[config.mk]
export PLATFORM = sky130hd
export DESIGN_NAME = bnn_seq_ctrl_flat
export DESIGN_NICKNAME = d
export VERILOG_FILES = /design/src/rtl/bnn_seq_ctrl_if.sv /design/src/rtl/bnn_seq_ctrl.sv /design/src/flat_wrapper.sv
export SDC_FILE = /design/constraint.sdc
export NUM_CORES = 1
export LEC_CHECK = 0
export BUFFER_PORTS_ARGS = -buffer_cell sky130_fd_sc_hd__buf_2
export CAP_MARGIN = 20
export CORE_MARGIN = 5
export CORE_UTILIZATION = 40
export CTS_CLUSTER_SIZE = 8
export DETAILED_ROUTE_END_ITERATION = 6
export GPL_TIMING_DRIVEN = 1
export SLEW_MARGIN = 20
export SYNTH_ARGS = -nofsm -noshare
export SYNTH_HDL_FRONTEND = slang
export SYNTH_SLANG_ARGS = --single-unit
[constraint.sdc]
create_clock -name clk -period 2.21 [get_ports clk]
set_input_delay 0.3315 -clock clk [delete_from_list [all_inputs] [get_ports clk]]
set_output_delay 0.3315 -clock clk [all_outputs]
set_load 0.05 [all_outputs]
[src/rtl/bnn_seq_ctrl_if.sv]
// rtl/bnn_seq_ctrl_if.sv - host/datapath signal bundle for the BNN sequencer
interface bnn_seq_ctrl_if;
    logic       start;
    logic [7:0] cfg_data;
    logic       cfg_valid;
    logic       cfg_ready;
    logic [7:0] x_data;
    logic       x_valid;
    logic       x_ready;
    logic       setup;
    logic       shift_en;
    logic       param_in;
    logic [7:0] bnn_out;
    logic       x_bank_hi;
    logic [3:0] x_nib;
    logic       res_valid;
    logic [7:0] res_data;
    logic       busy;
    logic [7:0] param_crc;

    modport slave (
        input  start, cfg_data, cfg_valid, x_data, x_valid, bnn_out,
        output cfg_ready, x_ready, setup, shift_en, param_in, x_bank_hi, x_nib,
               res_valid, res_data, busy, param_crc
    );

    modport master (
        output start, cfg_data, cfg_valid, x_data, x_valid, bnn_out,
        input  cfg_ready, x_ready, setup, shift_en, param_in, x_bank_hi, x_nib,
               res_valid, res_data, busy, param_crc
    );
endinterface

[src/rtl/bnn_seq_ctrl.sv]
// rtl/bnn_seq_ctrl.sv - BNN parameter-chain loader and input/result sequencer
// Optional parameter-stream CRC-8 enabled by defining BNN_SEQ_CRC_EN.
module bnn_seq_ctrl #(
    parameter int PARAM_BITS = 160,
    parameter int CNT_W      = 8
) (
    input  logic          clk,
    input  logic          rst_n,
    bnn_seq_ctrl_if.slave bus
);
    typedef enum logic [2:0] {
        S_IDLE, S_LOAD, S_RUN, S_IN_LO, S_IN_HI, S_RESULT
    } state_t;

    localparam logic [CNT_W-1:0] LAST_BIT = CNT_W'(PARAM_BITS - 1);

    state_t           state_q, state_d;
    logic [7:0]       sr_q, sr_d;
    logic [2:0]       idx_q, idx_d;
    logic             full_q, full_d;
    logic [CNT_W-1:0] cnt_q, cnt_d;
    logic [7:0]       x_q, x_d;
    logic [7:0]       res_data_q, res_data_d;
    logic             res_valid_q, res_valid_d;

    logic       load_go;
    logic       cfg_ready_c, x_ready_c, setup_c, shift_en_c, param_in_c;
    logic       x_bank_hi_c, busy_c;
    logic [3:0] x_nib_c;

    always_comb begin
        state_d     = state_q;
        sr_d        = sr_q;
        idx_d       = idx_q;
        full_d      = full_q;
        cnt_d       = cnt_q;
        x_d         = x_q;
        load_go     = 1'b0;
        cfg_ready_c = 1'b0;
        x_ready_c   = 1'b0;
        setup_c     = 1'b0;
        shift_en_c  = 1'b0;
        param_in_c  = 1'b0;
        x_bank_hi_c = 1'b0;
        x_nib_c     = 4'h0;
        busy_c      = 1'b0;
        case (state_q)
            S_IDLE: load_go = bus.start;
            S_RUN: begin
                x_ready_c = !bus.start;
                load_go   = bus.start;
                if (!bus.start && bus.x_valid) begin
                    x_d     = bus.x_data;
                    state_d = S_IN_LO;
                end
            end
            S_LOAD: begin
                setup_c    = 1'b1;
                busy_c     = 1'b1;
                shift_en_c = full_q;
                param_in_c = full_q & sr_q[0];
                // The final byte's last bit must not pull in another byte.
                cfg_ready_c = !full_q || (idx_q == 3'd7 && cnt_q != LAST_BIT);
                if (full_q) begin
                    sr_d  = sr_q >> 1;
                    idx_d = idx_q + 3'd1;
                    cnt_d = cnt_q + CNT_W'(1);
                    if (idx_q == 3'd7) full_d = 1'b0;
                    if (cnt_q == LAST_BIT) state_d = S_RUN;
                end
                if (cfg_ready_c && bus.cfg_valid) begin
                    sr_d   = bus.cfg_data;
                    idx_d  = 3'd0;
                    full_d = 1'b1;
                end
            end
            S_IN_LO: begin
                busy_c  = 1'b1;
                x_nib_c = x_q[3:0];
                state_d = S_IN_HI;
            end
            S_IN_HI: begin
                busy_c      = 1'b1;
                x_bank_hi_c = 1'b1;
                x_nib_c     = x_q[7:4];
                state_d     = S_RESULT;
            end
            S_RESULT: state_d = S_RUN;
            default:  state_d = S_IDLE;
        endcase
        if (load_go) begin
            state_d = S_LOAD;
            sr_d    = 8'h00;
            idx_d   = 3'd0;
            full_d  = 1'b0;
            cnt_d   = '0;
        end
    end

    // Both banks sit in the datapath input register during RESULT.
    assign res_valid_d = (state_q == S_RESULT);
    assign res_data_d  = (state_q == S_RESULT) ? bus.bnn_out : res_data_q;

    always_ff @(posedge clk) begin
        if (!rst_n) begin
            state_q     <= S_IDLE;
            sr_q        <= 8'h00;
            idx_q       <= 3'd0;
            full_q      <= 1'b0;
            cnt_q       <= '0;
            x_q         <= 8'h00;
            res_data_q  <= 8'h00;
            res_valid_q <= 1'b0;
        end else begin
            state_q     <= state_d;
            sr_q        <= sr_d;
            idx_q       <= idx_d;
            full_q      <= full_d;
            cnt_q       <= cnt_d;
            x_q         <= x_d;
            res_data_q  <= res_data_d;
            res_valid_q <= res_valid_d;
        end
    end

    assign bus.cfg_ready = cfg_ready_c;
    assign bus.x_ready   = x_ready_c;
    assign bus.setup     = setup_c;
    assign bus.shift_en  = shift_en_c;
    assign bus.param_in  = param_in_c;
    assign bus.x_bank_hi = x_bank_hi_c;
    assign bus.x_nib     = x_nib_c;
    assign bus.busy      = busy_c;
    assign bus.res_valid = res_valid_q;
    assign bus.res_data  = res_data_q;

`ifdef BNN_SEQ_CRC_EN
    logic [7:0] crc_q, crc_d;

    always_comb begin
        crc_d = crc_q;
        if (load_go)
            crc_d = 8'h00;
        else if (shift_en_c)
            crc_d = {crc_q[6:0], 1'b0} ^ ((crc_q[7] ^ param_in_c) ? 8'h07 : 8'h00);
    end

    always_ff @(posedge clk) begin
        if (!rst_n) crc_q <= 8'h00;
        else        crc_q <= crc_d;
    end

    assign bus.param_crc = crc_q;
`else
    assign bus.param_crc = 8'h00;
`endif
endmodule

[src/flat_wrapper.sv]
// flat-port wrapper written by rule: the top's interface ports become plain ports
module bnn_seq_ctrl_flat 
#(
    parameter int PARAM_BITS = 160,
    parameter int CNT_W      = 8
)
  (clk, rst_n, bus_start, bus_cfg_data, bus_cfg_valid, bus_x_data, bus_x_valid, bus_bnn_out, bus_cfg_ready, bus_x_ready, bus_setup, bus_shift_en, bus_param_in, bus_x_bank_hi, bus_x_nib, bus_res_valid, bus_res_data, bus_busy, bus_param_crc);
  bnn_seq_ctrl_if bus_i ();
  input  logic clk;
  input  logic rst_n;
  input wire logic [$bits(bus_i.start)-1:0] bus_start;
  input wire logic [$bits(bus_i.cfg_data)-1:0] bus_cfg_data;
  input wire logic [$bits(bus_i.cfg_valid)-1:0] bus_cfg_valid;
  input wire logic [$bits(bus_i.x_data)-1:0] bus_x_data;
  input wire logic [$bits(bus_i.x_valid)-1:0] bus_x_valid;
  input wire logic [$bits(bus_i.bnn_out)-1:0] bus_bnn_out;
  output wire logic [$bits(bus_i.cfg_ready)-1:0] bus_cfg_ready;
  output wire logic [$bits(bus_i.x_ready)-1:0] bus_x_ready;
  output wire logic [$bits(bus_i.setup)-1:0] bus_setup;
  output wire logic [$bits(bus_i.shift_en)-1:0] bus_shift_en;
  output wire logic [$bits(bus_i.param_in)-1:0] bus_param_in;
  output wire logic [$bits(bus_i.x_bank_hi)-1:0] bus_x_bank_hi;
  output wire logic [$bits(bus_i.x_nib)-1:0] bus_x_nib;
  output wire logic [$bits(bus_i.res_valid)-1:0] bus_res_valid;
  output wire logic [$bits(bus_i.res_data)-1:0] bus_res_data;
  output wire logic [$bits(bus_i.busy)-1:0] bus_busy;
  output wire logic [$bits(bus_i.param_crc)-1:0] bus_param_crc;
  assign bus_i.start = bus_start;
  assign bus_i.cfg_data = bus_cfg_data;
  assign bus_i.cfg_valid = bus_cfg_valid;
  assign bus_i.x_data = bus_x_data;
  assign bus_i.x_valid = bus_x_valid;
  assign bus_i.bnn_out = bus_bnn_out;
  assign bus_cfg_ready = bus_i.cfg_ready;
  assign bus_x_ready = bus_i.x_ready;
  assign bus_setup = bus_i.setup;
  assign bus_shift_en = bus_i.shift_en;
  assign bus_param_in = bus_i.param_in;
  assign bus_x_bank_hi = bus_i.x_bank_hi;
  assign bus_x_nib = bus_i.x_nib;
  assign bus_res_valid = bus_i.res_valid;
  assign bus_res_data = bus_i.res_data;
  assign bus_busy = bus_i.busy;
  assign bus_param_crc = bus_i.param_crc;
  bnn_seq_ctrl #(.PARAM_BITS(PARAM_BITS), .CNT_W(CNT_W)) u_core (.clk(clk), .rst_n(rst_n), .bus(bus_i));
endmodule
[Yosys cells after proc, flatten, opt, wreduce, memory -nomap -nowiden]
Index checks and enable logic that the tools add are counted.
W data, S select, Z words.
Storage, ports and cells
  register bits after elaboration: 40
  input bits: 29
  output and inout bits: 28
  word-level logic and storage cells: 66
Operators by class
  add/subtract/negate cells: 2
  eq/ne operators: 15
  mux-type cells: 21
  bitwise logic cells: 3
  reduce and logical (&&, ||, !) cells: 16
Operators by type and width (number)
  $pmux W3 S6: 1
  $mux W8: 2
  $mux W3: 5
  $mux W1: 12
  $eq A3 B3 Y1 const B: 3
  $ne A3 B1 Y1 const B: 3
  $add A8 B1 Y8 const B: 1
  $eq A8 B8 Y1 const B: 1
  $ne A2 B1 Y1 const B: 4
  $ne A8 B8 Y1 const B: 1
  $pmux W4 S2: 1
  $reduce_and A4 Y1: 2
  $eq A3 B2 Y1 const B: 2
  $reduce_and A2 Y1: 3
  $reduce_or A2 Y1: 2
  $add A3 B1 Y3 const B: 1
  $eq A3 B1 Y1 const B: 1
  $logic_and A1 B1 Y1: 3
  $logic_not A3 Y1: 1
  $reduce_or A3 Y1: 1
  $logic_not A1 Y1: 2
  $not A1 Y1: 2
  $reduce_bool A2 Y1: 1
  $and A1 B1 Y1: 1
  $logic_or A1 B1 Y1: 1

[Logic depth before layout (Yosys ltp)]
  depth after elaboration: 6
  mapped depth: 7
  depth with buffers taken out: 6

[Least setup slack after synthesis]
No wires, ideal clock.
  path type: reg-to-output
  from: register u_core.state_q[2]
  to: output port bus_x_nib[0]
  data arrival time: 1988 ps
  required time: 1879 ps
  slack: -109 ps
  stages on the path, launching flop included: 5
  buffers on the path: 1
  cells stage by stage: dfxtp_1 -> buf_2 -> nand2b_1 -> nor2_1 -> a22o_1
On the way
  word-level cells in the longest chain between the ends: 2
  elaborated cells between the ends (all ways): 3
  classes of those cells: eq/ne (2); mux (1)
Ends and longest elaborated chain
  from (decl): line bnn_seq_ctrl.sv:17  | state_t state_q, state_d;
  from (signal assigned): line bnn_seq_ctrl.sv:115  | state_q <= state_d;
  $eq A3 B3 Y1 or $eq A3 B2 Y1 (tied branches): line bnn_seq_ctrl.sv:47  | case (state_q)
  $pmux W4 S2 (*): line bnn_seq_ctrl.sv:47
  to (decl): line flat_wrapper.sv:23  | output wire logic [$bits(bus_i.x_nib)-1:0] bus_x_nib;
Mark *: on every way between the ends. The rest lies on a longest branch, timed or not.

[Worst setup path after layout]
  from: register u_core.state_q[0]
  to: output port bus_param_in
On the way
  word-level cells in the longest chain between the ends: 2
Ends and longest elaborated chain
  $eq A3 B1 Y1: line bnn_seq_ctrl.sv:47
  $mux W1: line bnn_seq_ctrl.sv:47
  to (decl): line flat_wrapper.sv:21  | output wire logic [$bits(bus_i.param_in)-1:0] bus_param_in;
No other way between the ends.

==> run metrics <==
CTS root buf clkbuf_8; Tot GR Track Use between 10% and 20%; crit path from u_core.state_q[0]; most frequent cells in the layout buf_2, dfxtp_1, nor2_1, nand2_1, a21oi_1; DR WL/cell 12.5 um; layout cells sized above 1 a little over a quarter; TritonCTS clock tree yes; remaining antenna violation count 0; vias per cell 5.02; final setup vio count 0; hold_sp bus_bnn_out[1]; Peak Freq 477 MHz; total power 1.55 mW; clock slew at reported path FFs 0.08 ns; Tcrit/Tclk final a little over nine tenths; RSZ-0062 raised after global routing true; internal power 1.18 mW; fin. max-slew vios 0; drt pass-1 iters 4; core outline area 4410 um^2; DRC viols 0; Area growth syn-to-layout 22.6%; stages on the worst setup path 3; Sequential Power Share 47.7%; Pwr Density 689 nW/um^2; dpl cells just over 300; largest net degree at the start of global routing 19; synth warn 0; Layout Nets 294; Yosys top cell area share 43.6%; grt total ovfl 0; H-tree depth 2; crit-path cells nor4bb_2 -> and2_1 -> buf_2; Ant. Diodes 0; status finished, final reports clean; Setup crit end bus_param_in; crit-path max cell delay 0.57 ns; worst r2r src u_core.cnt_q[0]; setup slack, reg-to-reg 0.33 ns; Clock Latency Late Sink 0.29 ns; critical path class flop to output port; Clock Sinks 40; IR drop worst, VDD roughly 0.00034 V; die height 77.7 um; Worst Path Buf+Inv 1; initial antenna violation count 0; final wirelength a little under 4000 um; Startpoint Class flop; ranking of synthesized cells by area dfxtp_1, nor2_1, a21oi_1; CP max FO 10; Slowest-stage cell, CP dfxtp_1; Worst path top cell family by delay simple AND/OR/NAND/NOR gates; R2R depth 6; predominant post-synthesis flop cell dfxtp_1; clock network fraction of design power 42.2%; post-synthesis sequential area ratio between 40% and 50%; vias 1581; TritonCTS buffer count 5; synthesized flop and latch total 40; Final Non-Filler Cells approximately 320; PortBufs 48; die area 6040 um^2; number of global-route vias before repair about 1500; Max Cap Viol 0; Combinational Power Share between 10 and 15%; worst min path class primary input to flop; Worst EP arrival 1.77 ns; HPWL after DPL roughly 2800 um; Synth Cell Area around 1800 um^2; most common cell after layout, fill and taps aside buf_2; Initial Util approximately two fifths; Psw 0.372 mW; final hold violations 0; Worst R2R End u_core.idx_q[0]; Initial DRC Count 46; global-route wire length before repair 6630 um; Syn Inst Count 212; Async S/R FF share, synth 0%; Post-CTS Hold Buffers 0; switch share 24.0%; critical path required time 1.88 ns; IO Count 57; Worst Max-Slew Pin Slew 0.618 ns; Core Rows 24; top cell type by total area after synthesis dfxtp_1; EDFF count, synth 0; Syn Area/Cell 8.66 um^2; GPL Wtd Cong 0.730; Tmin final 2.10 ns; skew final 0.00771 ns; Leak 0.977 nW; Chip Width approximately 78 um; synth unique cells 37; Rel. slew slack 58.7%; crit end category output port; Clock Path Buffers 2
[per-layer routing]
metal | up-vias | global-route usage [%] | routed length, um
met5 | - | 0 | 0
met4 | 0 | 5.15 | 43
met3 | 4 | 3.59 | 300
met2 | 49 | 22.2 | 1820
met1 | 714 | 15.9 | 1760
li1 | 814 | - | -
[stage by stage]
step                      hold slack (ns)  TNS (ns)  util [%]  instance area [um^2]  setup WS [ns]
final                               0.277         0      51.0                  2250          0.113
after global routing                0.275   -0.0327      51.0                  2250        -0.0274
after CTS                           0.268         0      50.7                  2240        0.00168
after detailed placement            0.449         0      47.6                  2100          0.264
after global placement              0.443         0      47.6                  2100          0.317
after floorplan                     0.436         0         -                  1860          0.193
[worst min path at each step]
stage	endpoint	slack (ns)	cells past startpoint
6_report	u_core.bus.res_data[1]	0.28	3
5_1_grt	u_core.bus.res_data[2]	0.27	3
4_1_cts	u_core.bus.res_data[0]	0.27	3
3_5_place_dp	u_core.x_q[2]	0.45	2
3_3_place_gp	u_core.x_q[2]	0.44	2
2_1_floorplan	u_core.x_q[0]	0.44	2
[synthesized netlist by cell type, types with 4 or more instances]
cell / number
nand4_1: 4
nand3_1: 13
nor2_1: 30
clkbuf_1: 5
a21oi_1: 21
buf_2: 4
mux2i_1: 10
dfxtp_1: 40
a211oi_1: 7
a22o_1: 4
and2_1: 4
buf_4: 9
nand2_1: 25
xor2_1: 6
[layout make-up]
type,count,area [um^2]
well taps,52,65.1
clock inverters,1,30.0
multi-input cells,158,953
inverters,2,7.51
fillers,456,2160
flip-flops and latches,40,803
clock buffers,7,96.3
repair buffers,55,295
[kinds of logic (layout without fill, tap and decap cells)]
logic type / Yosys count / count (layout) / synth area share (%)
AO/OA/AOI/OAI: 42 / 42 / 14.4
adder cells (fa/ha/maj): 3 / 3 / 2.05
buffers and inverters: 21 / 65 / 6.82
other: 1 / 8 / 0.204
AND/OR/NAND/NOR: 88 / 88 / 24.1
XOR/XNOR: 7 / 7 / 3.34
flip-flops: 40 / 40 / 43.6
multiplexers: 10 / 10 / 5.45
[sequential cells by signal, summed over array words and instances, names as in the netlist]
signal and flops:
u_core.sr_q 8, u_core.state_q 3, u_core.x_q 8, u_core.cnt_q 8
u_core.bus.res_data 8, u_core.idx_q 3, u_core.bus.res_valid 1, u_core.full_q 1
[worst register-to-register path: stages (launching register included)]
cell and delay, ns:
dfxtp_2 0.34, ha_2 0.21, nand4_1 0.17, buf_4 0.18
o211a_1 0.34, or3_1 0.39, a21oi_1 0.16
[timing repair]
item                       in CTS  in global routing
setup buffers                   0                  1
setup endpoints to repair       1                  2
pin swaps                       0                  2
cloned                          0                  0
gates resized for setup         1                  5
[power by group through the flow]
stage	combinational [mW]	clock [mW]	sequential (mW)
after floorplan	0.128	0	0.750
after global placement	0.156	0	0.757
after global routing	0.173	0.699	0.742
final	0.157	0.653	0.740
after detailed placement	0.157	0	0.757
after CTS	0.158	0.676	0.740
Power figures use the tool's default switching activity.
